**config.mk**
```make
export PLATFORM = sky130hd
export DESIGN_NAME = mem_arbiter
export DESIGN_NICKNAME = d
export VERILOG_FILES = /design/src/rtl/mem_arb_pkg.sv /design/src/rtl/mem_arb_pick.sv /design/src/rtl/mem_arbiter.sv
export SDC_FILE = /design/constraint.sdc
export NUM_CORES = 1
export LEC_CHECK = 0
export BUFFER_PORTS_ARGS = -buffer_cell sky130_fd_sc_hd__buf_4
export CAP_MARGIN = 10
export CORE_AREA = 5 5 333 335
export DETAILED_ROUTE_END_ITERATION = 10
export DIE_AREA = 0 0 338 340
export HOLD_SLACK_MARGIN = 0.06
export PLACE_DENSITY = 0.42
export SETUP_SLACK_MARGIN = 0.5
export SLEW_MARGIN = 20
export SYNTH_ARGS = -nofsm -noshare
export SYNTH_HDL_FRONTEND = slang
export SYNTH_SLANG_ARGS = --single-unit
```
**constraint.sdc**
```tcl
create_clock -name clk -period 2.65 [get_ports clk]
set_input_delay 0.265 -clock clk [delete_from_list [all_inputs] [get_ports clk]]
set_output_delay 0.265 -clock clk [all_outputs]
set_load 0.02 [all_outputs]
```
**src/rtl/mem_arb_pkg.sv**
```systemverilog
// Shared types and line geometry for the I/D line-memory arbiter.
package mem_arb_pkg;

  localparam int unsigned LINE_ADDR_W = 28;
  localparam int unsigned LINE_W      = 128;

  typedef enum logic [1:0] {
    IDLE,
    GNT_I,
    GNT_D,
    GAP
  } arb_state_e;

  typedef enum logic {
    SIDE_I = 1'b0,
    SIDE_D = 1'b1
  } side_e;

endpackage

```
**src/rtl/mem_arb_pick.sv**
```systemverilog
// Combinational winner selection between the I and D miss ports.
// Only meaningful when at least one side is pending.
module mem_arb_pick
  import mem_arb_pkg::*;
#(
  parameter int unsigned D_PRIORITY   = 1,
  parameter int unsigned STARVE_LIMIT = 4
) (
  input  logic       i_i_pend,
  input  logic       i_d_pend,
  input  logic       i_last_grant,
  input  logic [3:0] i_starve_cnt,
  output logic       o_side
);

  localparam logic [3:0] LIMIT = 4'(STARVE_LIMIT);

  // Pick the side to grant; 1 selects D, 0 selects I.
  always_comb begin
    o_side = SIDE_D;
    if (D_PRIORITY != 0) begin
      // D wins unless I is alone or has waited through LIMIT D grants.
      if (i_i_pend && (!i_d_pend || (i_starve_cnt == LIMIT))) begin
        o_side = SIDE_I;
      end
    end else begin
      if (i_i_pend && i_d_pend) begin
        o_side = ~i_last_grant;
      end else if (i_i_pend) begin
        o_side = SIDE_I;
      end
    end
  end

endmodule

```
**src/rtl/mem_arbiter.sv**
```systemverilog
// Shares one slow line memory between the I-cache and D-cache miss ports.
// One transaction at a time: IDLE -> GNT_x -> GAP -> IDLE.
module mem_arbiter
  import mem_arb_pkg::*;
#(
  parameter int unsigned ADDR_W       = LINE_ADDR_W,
  parameter int unsigned DATA_W       = LINE_W,
  parameter int unsigned D_PRIORITY   = 1,
  parameter int unsigned STARVE_LIMIT = 4
) (
  input  logic              clk,
  input  logic              rst_n,
  input  logic              i_read,
  input  logic              i_write,
  input  logic [ADDR_W-1:0] i_addr,
  input  logic [DATA_W-1:0] i_wdata,
  output logic [DATA_W-1:0] i_rdata,
  output logic              i_ready,
  input  logic              d_read,
  input  logic              d_write,
  input  logic [ADDR_W-1:0] d_addr,
  input  logic [DATA_W-1:0] d_wdata,
  output logic [DATA_W-1:0] d_rdata,
  output logic              d_ready,
  output logic              mem_read,
  output logic              mem_write,
  output logic [ADDR_W-1:0] mem_addr,
  output logic [DATA_W-1:0] mem_wdata,
  input  logic [DATA_W-1:0] mem_rdata,
  input  logic              mem_ready
);

  localparam logic [3:0] LIMIT = 4'(STARVE_LIMIT);

  arb_state_e        r_state, w_state_next;
  side_e             r_last_grant, w_last_grant_next;
  logic [3:0]        r_starve_cnt, w_starve_cnt_next;
  logic              r_mem_read, w_mem_read_next;
  logic              r_mem_write, w_mem_write_next;
  logic [ADDR_W-1:0] r_mem_addr, w_mem_addr_next;
  logic [DATA_W-1:0] r_mem_wdata, w_mem_wdata_next;

  logic w_i_pend;
  logic w_d_pend;
  logic w_pick;

  assign w_i_pend = i_read | i_write;
  assign w_d_pend = d_read | d_write;

  mem_arb_pick #(
    .D_PRIORITY  (D_PRIORITY),
    .STARVE_LIMIT(STARVE_LIMIT)
  ) u_pick (
    .i_i_pend    (w_i_pend),
    .i_d_pend    (w_d_pend),
    .i_last_grant(r_last_grant),
    .i_starve_cnt(r_starve_cnt),
    .o_side      (w_pick)
  );

  // State register.
  always_ff @(posedge clk or negedge rst_n) begin
    if (!rst_n) begin
      r_state <= IDLE;
    end else begin
      r_state <= w_state_next;
    end
  end

  // Next state: grant from IDLE, leave a grant on mem_ready, always pass through GAP.
  always_comb begin
    w_state_next = r_state;
    unique case (r_state)
      IDLE:         if (w_i_pend || w_d_pend) w_state_next = w_pick ? GNT_D : GNT_I;
      GNT_I, GNT_D: if (mem_ready) w_state_next = GAP;
      GAP:          w_state_next = IDLE;
      default:      w_state_next = IDLE;
    endcase
  end

  // Next values for the memory-side registers, last grant and starvation count.
  always_comb begin
    w_mem_read_next   = r_mem_read;
    w_mem_write_next  = r_mem_write;
    w_mem_addr_next   = r_mem_addr;
    w_mem_wdata_next  = r_mem_wdata;
    w_last_grant_next = r_last_grant;
    w_starve_cnt_next = r_starve_cnt;
    unique case (r_state)
      IDLE: begin
        if (w_i_pend || w_d_pend) begin
          if (w_pick) begin
            // write dominates when a requester raises both strobes
            w_mem_write_next = d_write;
            w_mem_read_next  = d_read & ~d_write;
            w_mem_addr_next  = d_addr;
            w_mem_wdata_next = d_wdata;
            if (D_PRIORITY != 0) begin
              if (!w_i_pend) w_starve_cnt_next = '0;
              else if (r_starve_cnt != LIMIT) w_starve_cnt_next = r_starve_cnt + 4'd1;
            end
          end else begin
            w_mem_write_next  = i_write;
            w_mem_read_next   = i_read & ~i_write;
            w_mem_addr_next   = i_addr;
            w_mem_wdata_next  = i_wdata;
            w_starve_cnt_next = '0;
          end
        end
      end
      GNT_I, GNT_D: begin
        if (mem_ready) begin
          w_mem_read_next   = 1'b0;
          w_mem_write_next  = 1'b0;
          w_last_grant_next = (r_state == GNT_D) ? SIDE_D : SIDE_I;
        end
      end
      default: ;
    endcase
  end

  // Datapath registers; reset abandons any in-flight transaction.
  always_ff @(posedge clk or negedge rst_n) begin
    if (!rst_n) begin
      r_mem_read   <= 1'b0;
      r_mem_write  <= 1'b0;
      r_mem_addr   <= '0;
      r_mem_wdata  <= '0;
      r_last_grant <= SIDE_I;
      r_starve_cnt <= '0;
    end else begin
      r_mem_read   <= w_mem_read_next;
      r_mem_write  <= w_mem_write_next;
      r_mem_addr   <= w_mem_addr_next;
      r_mem_wdata  <= w_mem_wdata_next;
      r_last_grant <= w_last_grant_next;
      r_starve_cnt <= w_starve_cnt_next;
    end
  end

  // Outputs: registered memory strobes, broadcast read data, state-gated ready.
  always_comb begin
    mem_read  = r_mem_read;
    mem_write = r_mem_write;
    mem_addr  = r_mem_addr;
    mem_wdata = r_mem_wdata;
    i_rdata   = mem_rdata;
    d_rdata   = mem_rdata;
    i_ready   = (r_state == GNT_I) && mem_ready;
    d_ready   = (r_state == GNT_D) && mem_ready;
  end

endmodule

```
== Word level (Yosys, flattened, before mapping) ==
Index checks and enable logic that the tools add are counted.
W data, S select, Z words.
Operators by class
  add/subtract/negate cells: 1
  eq/ne operators: 8
  muxes and demuxes: 16
  bitwise gates (word level): 6
  reduce and logical (&&, ||, !) cells: 13
Operators with widths (number)
  $mux W128: 1
  $mux W28: 1
  $mux W4: 3
  $mux W2: 3
  $pmux W2 S3: 1
  $reduce_and A3 Y1: 2
  $mux W1: 5
  $add A4 B1 Y4 const B: 1
  $eq A2 B2 Y1 const B: 2
  $eq A4 B3 Y1 const B: 1
  $ne A2 B2 Y1 const B: 2
  $ne A4 B3 Y1 const B: 1
  $pmux W1 S2: 2
  $reduce_and A2 Y1: 2
  $logic_and A1 B1 Y1: 3
  $ne A3 B3 Y1 const B: 1
  $and A1 B1 Y1: 2
  $eq A2 B1 Y1 const B: 1
  $logic_not A2 Y1: 1
  $logic_or A1 B1 Y1: 2
  $not A1 Y1: 2
  $or A1 B1 Y1: 2
  $reduce_bool A2 Y1: 1
  $reduce_or A2 Y1: 1
  $logic_not A1 Y1: 1
Word-level totals
  flip-flop bits (word level): 164
  output and inout port bits: 416
  word-level logic and storage cells: 50

== Logic depth before layout (Yosys ltp) ==
  depth after elaboration: 7
  mapped depth: 9
  depth with buffers taken out: 6

== Modules after synthesis ==
From an unflattened synthesis, not the netlist that was laid out.
Unflattened totals
  cells, all modules: 999
  area total of the unflattened synthesis: 9766.9 um^2
By module, submodules not included
  mem_arbiter: instances 1, cells each 996, area each 9743.1 um^2
  mem_arb_pick: instances 1, cells each 3, area each 23.8 um^2

== Worst setup path after synthesis ==
OpenSTA, ideal clock, no wires.
  path type: register to register
  start: register r_starve_cnt[0]
  end: register r_state[0]
  library setup time: 125 ps
  data arrival time: 1606 ps
  data required time: 2525 ps
  setup slack: 919 ps
  cell stages (with the launch flop): 9
  clock period less this slack: 1731 ps
  cell sequence: dfrtp_1 > inv_1 > ha_1 > and3b_1 > buf_2 > buf_2 > o211ai_1 > o21ai_0 > mux2_2
Between the ends
  cells in the longest elaborated chain, start to end: 6
RTL lines
  from (decl): line mem_arbiter.sv:37  | logic [3:0] r_starve_cnt, w_starve_cnt_next;
  from (signal assigned): line mem_arbiter.sv:137  | r_starve_cnt <= w_starve_cnt_next;
  $eq A4 B3 Y1: line mem_arb_pick.sv:23  | if (i_i_pend && (!i_d_pend || (i_starve_cnt == LIMIT))) begin
  $logic_or A1 B1 Y1: line mem_arb_pick.sv:23
  $logic_and A1 B1 Y1: line mem_arb_pick.sv:23
  $mux W2 (2 in a row): line mem_arbiter.sv:74  | IDLE: if (w_i_pend || w_d_pend) w_state_next = w_pick ? GNT_D : GNT_I;
  $pmux W2 S3: line mem_arbiter.sv:73  | unique case (r_state)
  to (signal assigned): line mem_arbiter.sv:66  | r_state <= w_state_next;
  to (decl): line mem_arbiter.sv:35  | arb_state_e r_state, w_state_next;
No other way between the ends. The select of a mux whose other input is x is not followed.
A chain may end at the register's enable or synchronous reset.

== Worst setup path in the final report ==
  start: register r_state[0]
  end: register r_mem_wdata[41] (netlist: mem_wdata[41])
Between the ends
  cells in the longest elaborated chain, start to end: 2
RTL lines
  $logic_not A2 Y1: line mem_arbiter.sv:89  | unique case (r_state)
  $reduce_and A2 Y1 (no line)
  to (signal assigned): line mem_arbiter.sv:135  | r_mem_wdata <= w_mem_wdata_next;
  to (decl): line mem_arbiter.sv:41  | logic [DATA_W-1:0] r_mem_wdata, w_mem_wdata_next;
No other way between the ends.

==> metrics.txt <==
status=complete, no violations; DR iter-0 viols=around 610; Sw Share=49.3%; Initial Util=between 10% and 20%; Post-Synthesis Cell Area=about 0.013 mm^2; worst hold stages=3; WHS Endpoint=mem_wdata[117]; final setup fails=0; most used cell along the critical path=buf_12; Root Driver=clkbuf_16; Post-Route WL=~66 mm; Worst path max stage delay=0.49 ns; TritonCTS Sinks=between 150 and 200; crit end category=register; core box area=approximately 0.11 mm^2; WP data arrival=approximately 2.5 ns; Fin. Hold Viols=0; Multi-input gate area=about 0.0058 mm^2; full die area=0.115 mm^2; number of cells on the worst reg-to-reg path=6; worst min-delay path startpoint=d_wdata[117]; Reg area=0.00410 mm^2; post-synthesis register bit count=~160; port bufs=between 400 and 500; NetSw=just under 10 mW; I/O pin cnt=between 800 and 900; critical path's top delay family=buffers and inverters; row cnt=121; FILL cells=12200; sequential power share=23.5%; max frequency=approximately 480 MHz; number of enable flip-flop cells after synthesis=0; layout cells sized above 1=between 40% and 50%; post-synthesis simple-gate area fraction=between 10% and 20%; setup TNS=0 ns; Clk pin slew, worst setup/hold paths=roughly 0.08 ns; RSZ-0062 raised after global routing=false; worst skew pair latency=approximately 0.49 ns; most frequent cells in the layout=buf_4 (533), nor3_1 (313), dfrtp_1 (164), nor2_1 (158), o22ai_1 (157); worst clock skew=~0.016 ns; Worst Tran Pin Value=a little under 1 ns; Area growth syn-to-layout=36.2%; antenna viol nets, final=0; global-route wire length before repair=about 90 mm; sequential fraction of the synthesis area=about a third; Critical Path RT=between 3 and 4 ns; complex-gate fraction of the synthesized area=between 20% and 30%; mux cell area share after synthesis=less than 1%; fin nets=between 2000 and 2500; Distinct cells, synth=35; Pre-antenna DRT Iters=5; Cell Pwr Density=1170 mW/mm^2; clock share of power=roughly 14%; Placer Congestion=roughly 0.75; LEAKAGE=between 6 and 7 nW; Mapped Avg Cell Area=9.01 um^2; Num CTS Buffers=17; VDD IR-drop max=between 0.7 and 0.8 mV; Hold Crit Class=input port to register; Setup WS pre-CTS=0.426 ns; worst path cell trace=inv_1 -> ha_4 -> buf_12 -> buf_4 -> buf_12 -> a2111oi_2; reg2reg setup slack=about 0.55 ns; Logic pwr share=a little over three fifths; Slew HR=between 30% and 40%; crit-path max FO=just under 80; Final Non-Filler Cells=roughly 3000; initial antenna violation count=2; Setup CP Type=register to register; maximum number of pins on one net before global-route repair=between 80 and 90; Synth Flop Type=dfrtp_1; Yosys warning count=0; Die Y=340 um; post-synthesis cell count=approximately 1400; Global Route Usage Sum=between 10% and 20%; Via Count=roughly 12000; total gr overflow=0; number of global-route vias before repair=~13000; ys async rst share=100%; Clock Tree Buf Depth=2; Pint=between 10 and 15 mW; TritonCTS clock tree=built; Wirelength per Cell=approximately 22 um; Adder-Cell Fraction of Synth Area=less than 1%; RR Endpoint=mem_wdata[41]; Final period util=between 70% and 80%; worst path bufs/invs=4; Worst Setup Start Kind=register; largest family of logic cells by synthesized area=compound AO/OA/AOI/OAI gates; R2R Path Start=r_state[0]; most common cell after layout, fill and taps aside=buf_4; drc violations=0; Max Cap Viol=0; dpl cells=approximately 3000; Vias/cell=4.01; fin. max-slew vios=0; Die Width=approximately 340 um; XOR/XNOR Fraction of Synth Area=0%; post-synth net total=approximately 1900; slowest CP cell=a2111oi_2; CTS H-tree lvls=4; clock period minus final worst setup slack=~2.1 ns; post-route setup slack=~0.55 ns; Detail Placement HPWL=between 40 and 50 mm
## sequential cells by signal, indices dropped and copies added, names as in the netlist
name,count
mem_wdata,128
r_state,2
mem_addr,28
mem_write,1
r_starve_cnt,4
mem_read,1
## Yosys cell counts (2+ instances only)
master     instances  area share (%)
or2_4              2            0.14
buf_4            281              17
o211ai_1           2            0.12
o21ai_0            7            0.28
buf_2             66             2.6
clkbuf_1          32            0.95
ha_1               6            0.60
nor2_1           159             4.7
o22ai_1          157             7.8
buf_6             13             1.2
a2111oi_0         16             1.1
inv_1              9            0.27
nand2_1            5            0.15
dfrtp_1          164              33
and2_1             2           0.099
nand3_1            3            0.12
a21oi_1            2           0.079
nor3_1           313              12
a22o_1             2            0.14
nand2_2            2           0.099
a2111oi_2        140              17
## what timing repair did
item	CTS	global route
gates cloned	0	4
endpoints found under the hold margin	61	0
pin swaps	1	1
resized for setup	1	7
hold buffers	15	0
setup buffers	5	3
endpoints found under the setup margin	8	49
## worst reg2reg max path, stage by stage, from the launching register on
cell	delay, ns
dfrtp_1	0.38
inv_1	0.10
ha_4	0.21
buf_12	0.15
buf_4	0.14
buf_12	0.17
a2111oi_2	0.85
## routing by layer
layer	vias to the layer above	GRT usage [%]	share of wire [%]
met5	-	0.426	0.12
met4	4	4.74	3.8
met3	164	4.95	11
met2	554	16.6	45
met1	6010	12.6	40
li1	5426	-	-
## worst max path at each step
stage               startpoint             end  slack [ns]  cells past startpoint
6_report            r_state[0]   mem_wdata[41]        0.55                      6
5_1_grt        r_starve_cnt[1]   mem_wdata[32]        0.51                      7
2_1_floorplan  r_starve_cnt[0]      r_state[0]        0.92                      8
3_5_place_dp   r_starve_cnt[0]  mem_wdata[122]        0.43                      7
4_1_cts        r_starve_cnt[0]  mem_wdata[116]        0.52                      7
3_3_place_gp   r_starve_cnt[0]  mem_wdata[116]        0.43                      7
## per-stage QoR
stage          hold slack [ns]  instance area [um^2]  total power [mW]  utilization [%]
2_1_floorplan          -0.0306                 12600              11.9                -
3_3_place_gp             0.330                 16200              17.2             15.1
3_5_place_dp             0.328                 16200              17.1             15.1
4_1_cts                 0.0604                 17000              20.2             15.8
5_1_grt                 0.0911                 17200              21.5             15.9
6_report                 0.132                 17200              20.1             15.9
## cell families after synthesis
| group | after synthesis |
|---|---|
| compound gates | 331 |
| fa+ha+maj | 6 |
| simple gates | 492 |
| buf+inv | 403 |
| mux | 1 |
| flops | 164 |
## power groups by stage
stage                     registers [mW]  clock network, mW  logic, mW
after detailed placement            4.73                  0       12.4
after CTS                           4.74               2.96       12.5
after global placement              4.76                  0       12.5
after floorplan                     5.99                  0       5.93
after global routing                4.89               3.00       13.6
final                               4.72               2.77       12.6
## area by class of cell
class	instances	area share, %
clock buffers	19	2.52
inverters	9	0.197
flip-flops and latches	164	23.9
well taps	1414	10.3
multi-input cells	831	33.9
clock inverters	13	0.882
repair buffers	583	28.3
diodes	1	0.0146
Power figures use the tool's default switching activity.
